--- config.mk ---
export PLATFORM = sky130hd
export DESIGN_NAME = rr_mux_arbiter
export DESIGN_NICKNAME = d
export VERILOG_FILES = /design/src/rtl/rr_mux_arbiter.sv
export SDC_FILE = /design/constraint.sdc
export NUM_CORES = 1
export LEC_CHECK = 0
export ABC_AREA = 1
export ABC_CLOCK_PERIOD_IN_PS = 2400
export CELL_PAD_IN_SITES_DETAIL_PLACEMENT = 1
export CELL_PAD_IN_SITES_GLOBAL_PLACEMENT = 2
export CORE_MARGIN = 2
export CORE_UTILIZATION = 21
export DETAILED_ROUTE_END_ITERATION = 7
export PLACE_DENSITY_LB_ADDON = 0.25
export SLEW_MARGIN = 10
export SYNTH_ARGS = -nofsm -noshare
export SYNTH_HDL_FRONTEND = slang
export SYNTH_SLANG_ARGS = --single-unit
--- constraint.sdc ---
create_clock -name clk -period 2.4 [get_ports clk]
set_clock_uncertainty 0.05 [all_clocks]
set_input_delay 0.48 -clock clk [delete_from_list [all_inputs] [get_ports clk]]
set_output_delay 0.48 -clock clk [all_outputs]
set_load 0.005 [all_outputs]
--- src/rtl/rr_mux_arbiter.sv ---
// Round-robin arbiter steering an N:1 word mux into a registered valid/ready output stage.
// One word per cycle under continuous demand; gnt is combinational and marks consumption.
module rr_mux_arbiter #(
  parameter  int unsigned N  = 4,
  parameter  int unsigned W  = 4,
  localparam int unsigned SW = $clog2(N)
) (
  input  logic           clk,
  input  logic           rst_n,
  input  logic [N-1:0]   req,
  input  logic [N*W-1:0] in_data,
  output logic [N-1:0]   gnt,
  output logic           out_valid,
  output logic [W-1:0]   out_data,
  output logic [SW-1:0]  out_src,
  input  logic           out_ready
);

  typedef enum logic {IDLE = 1'b0, BUSY = 1'b1} state_t;

  state_t        r_state;
  state_t        w_state_nxt;
  logic [W-1:0]  r_data;
  logic [SW-1:0] r_src;
  logic [SW-1:0] r_last;

  logic          w_any;
  logic [SW-1:0] w_winner;
  logic          w_load;
  logic          w_take;
  logic [W-1:0]  w_word;
  logic [W-1:0]  w_slot [N];

  for (genvar g = 0; g < N; g++) begin : g_slot
    assign w_slot[g] = in_data[g*W +: W];
  end

  assign w_word = w_slot[w_winner];

  // Cyclic scan starting just after the last winner.
  always_comb begin
    w_any    = 1'b0;
    w_winner = '0;
    for (int unsigned k = 1; k <= N; k++) begin
      int unsigned idx;
      idx = (32'(r_last) + k) % N;
      if (!w_any && req[SW'(idx)]) begin
        w_any    = 1'b1;
        w_winner = SW'(idx);
      end
    end
  end

  // Next-state and grant: a word is taken only when the stage is empty or emptying.
  always_comb begin
    w_state_nxt = r_state;
    gnt         = '0;
    w_load      = (r_state == IDLE) || out_ready;
    w_take      = rst_n && w_load && w_any;
    if (w_take) begin
      gnt[w_winner] = 1'b1;
    end
    case (r_state)
      IDLE:    if (w_any) w_state_nxt = BUSY;
      BUSY:    if (out_ready && !w_any) w_state_nxt = IDLE;
      default: w_state_nxt = IDLE;
    endcase
  end

  always_ff @(posedge clk) begin
    if (!rst_n) begin
      r_state <= IDLE;
      r_data  <= '0;
      r_src   <= '0;
      r_last  <= SW'(N - 1);
    end else begin
      r_state <= w_state_nxt;
      if (w_take) begin
        r_data <= w_word;
        r_src  <= w_winner;
        r_last <= w_winner;
      end
    end
  end

  assign out_valid = (r_state == BUSY);
  assign out_data  = r_data;
  assign out_src   = r_src;

endmodule

==> results.json <==
{
  "synth.distinct_cells": 23,
  "r2r_setup_slack_ps": 540,
  "syn_nets": 151,
  "antenna_found_initial": 0,
  "hold_buffers": 0,
  "min_path_cells": 2,
  "die_w_um": 66.8,
  "use_met3_pct": 2.53,
  "fin_nets": 210,
  "final_area_mm2": 0.00148,
  "syn_to_final_growth_pct": 78.9,
  "fin_crit_sh_pct": 95.4,
  "cts_root_buf": "clkbuf_8",
  "drive_gt1_share_pct": 41.9,
  "p_leak_uw": 0.000721,
  "max_freq_ghz": 0.437,
  "placed_cell_area_mm2": 0.00134,
  "maxCapViolCount": 0,
  "hold_end": "out_src[1]",
  "worstHoldStart": "out_src[1]",
  "r2r_end": "out_data[3]",
  "synth_area_per_cell_um2": 6.47,
  "cts_tree": "done",
  "start_util_pct": 22.3,
  "drc_errors": 0,
  "gp_congestion": 0.814,
  "synth_area_um2": 828,
  "reg2reg_depth": 16,
  "netlist_instances": 128,
  "coreArea_mm2": 0.00372,
  "top_usage_layer": "met2",
  "clockBufferDepth": 2,
  "crit_chain": "dlygate4sd2_1 > nand2_1 > nand2_2 > nand2_4 > nand2_4 > nor2_8 > nand3_4 > nand2_4 > nand2_4 > buf_6 > nor2_2 > buf_2",
  "num_vias": 1003,
  "cts_buffers": 3,
  "synth-seq-cells": 9,
  "finalPower_uw": 2350,
  "clock_latency_ps": 230,
  "h-tree-depth": 1,
  "first_global_vias": 1084,
  "drtIter0Drc": 14,
  "routed_wl_mm": 2.73,
  "pre_cts_ws_ps": -612,
  "die_h_um": 66.8,
  "n_antenna_cell": 0,
  "crit_path_max_incr_delay_ps": 240,
  "critPathArrivalTime_ps": 1760,
  "cp-end-kind": "output port",
  "avgRoutedWirePerCell_um": 11.7,
  "die_area_mm2": 0.00446,
  "cts.sinks": 9,
  "hp-class": "flop to flop",
  "irDropWorstVdd_mv": 0.782,
  "clk_pin_slew_ps": 50,
  "ant_nets": 0,
  "vias_per_cell": 4.29,
  "final.fill_count": 485,
  "slowest_stage": "dlygate4sd2_1",
  "grt_pass1_wl_mm": 4.61,
  "maxSlewViolCount": 0,
  "worstSetupPathType": "input port to output port",
  "grt_util_met1_pct": 15.1,
  "outcome": "finished clean",
  "worst-path-max-fanout": 4,
  "worst-endpoint-required_ps": 1870,
  "fin_setup_tns_ps": 0,
  "ios": 34,
  "crit_top_cell": "nand2_4",
  "utilization_pct": 39.9,
  "p_per_area_mw_per_mm2": 1590,
  "globalRouteMet2Util_pct": 27.0,
  "ys_seq_area_share_pct": 21.8,
  "rsz0062_at_grt": "true",
  "setup_violations": 0,
  "firstDrtPassIters": 3,
  "worst_slew_pin_slew_ps": 186,
  "grt.overflow.total": 0,
  "hold_viol": 0,
  "reg2reg_from": "r_last[0]",
  "portBuffers": 33,
  "num_rows": 22,
  "grt_usage_pct": 13.6,
  "period_needed_ps": 2290,
  "start_kind": "input port",
  "dp.final_hpwl_mm": 2.26,
  "ys_warn_count": 0,
  "slew_headroom_pct": 87.5,
  "grt_max_degree": 9,
  "layout_setup_ws_ps": 111
}
## metal layers
layer | wire length (um) | vias up
met5 | 0 | -
met4 | 0 | 0
met3 | 95 | 0
met2 | 1500 | 22
met1 | 1130 | 463
li1 | - | 518
## critical path: cells and delay by family
family | cells | cell delay, ps
AND/OR/NAND/NOR | 9 | 800
buffers and inverters | 3 | 470
## what timing repair did
item / 4_1_cts / 5_1_grt
cloned: 0 / 0
pin swaps: 23 / 6
gates resized for setup: 43 / 2
setup endpoints to repair: 4 / 4
setup buffers: 4 / 2
## sequential cells by signal, summed over array words and instances (netlist names)
signal	flops
out_data	4
out_src	2
r_last	2
out_valid	1
## cells in the mapped netlist, drive strengths merged
cell     n  area (um^2)
clkinv   2         7.51
buf      2         26.3
dfxtp    9          180
a21oi    1         5.00
nand2   63          317
nand3   23          145
clkbuf   1         3.75
nand4    1         6.26
nor2    12         71.3
inv     10         45.0
o21ai    3         15.0
a31oi    1         6.26
## layout by cell type (no fill, tap or decap), drive strengths merged
cell type      Yosys  final
dfxtp              9      9
clkinv             2      2
o21ai              3      3
clkbuf             1      4
buf                2     28
a21oi              1      1
nor2              12     12
inv               10     10
dlygate4sd2        0      4
a31oi              1      1
nand4              1      1
clkdlybuf4s50      0     25
nand2             63     63
nand3             23     23
## power breakdown
| part | switching, uW | leakage, uW | internal [uW] |
|---|---|---|---|
| sequential | 42.4 | 0.0000751 | 221 |
| combinational | 1020 | 0.000623 | 890 |
| clock | 61.3 | 0.0000228 | 116 |
| total | 1130 | 0.000721 | 1230 |
## metrics by stage
stage / std cells / hold slack (ps)
after floorplan: 128 / 411
after global placement: 224 / 405
after detailed placement: 224 / 421
after CTS: 232 / 428
after global routing: 234 / 455
final: 234 / 421
## how the worst max path moves through the flow
stage | startpoint | end | slack (ps) | cells after the start
after detailed placement | req[3] | gnt[1] | -610 | 12
after global routing | req[2] | gnt[1] | -10 | 11
after floorplan | r_last[0] | gnt[0] | 400 | 12
after global placement | req[0] | gnt[1] | -550 | 12
after CTS | r_last[0] | gnt[1] | 40 | 12
final | req[2] | gnt[2] | 110 | 12
## area by class of cell
cell class              count  area (um^2)  area share, %
repair buffers             57          502           33.9
multi-input cells         104          634           42.8
inverters                  12         58.8           3.97
clock buffers               4         45.0           3.04
well taps                  48         60.1           4.05
flip-flops and latches      9          181           12.2
## logic make-up (layout without fill, tap and decap cells)
group                  Yosys count  count (layout)  synth area share (%)
AND/OR/NAND/NOR                 99              99                  65.1
buffers and inverters           15              73                  9.97
flip-flops                       9               9                  21.8
AO/OA/AOI/OAI                    5               5                  3.17
Power figures use the tool's default switching activity.
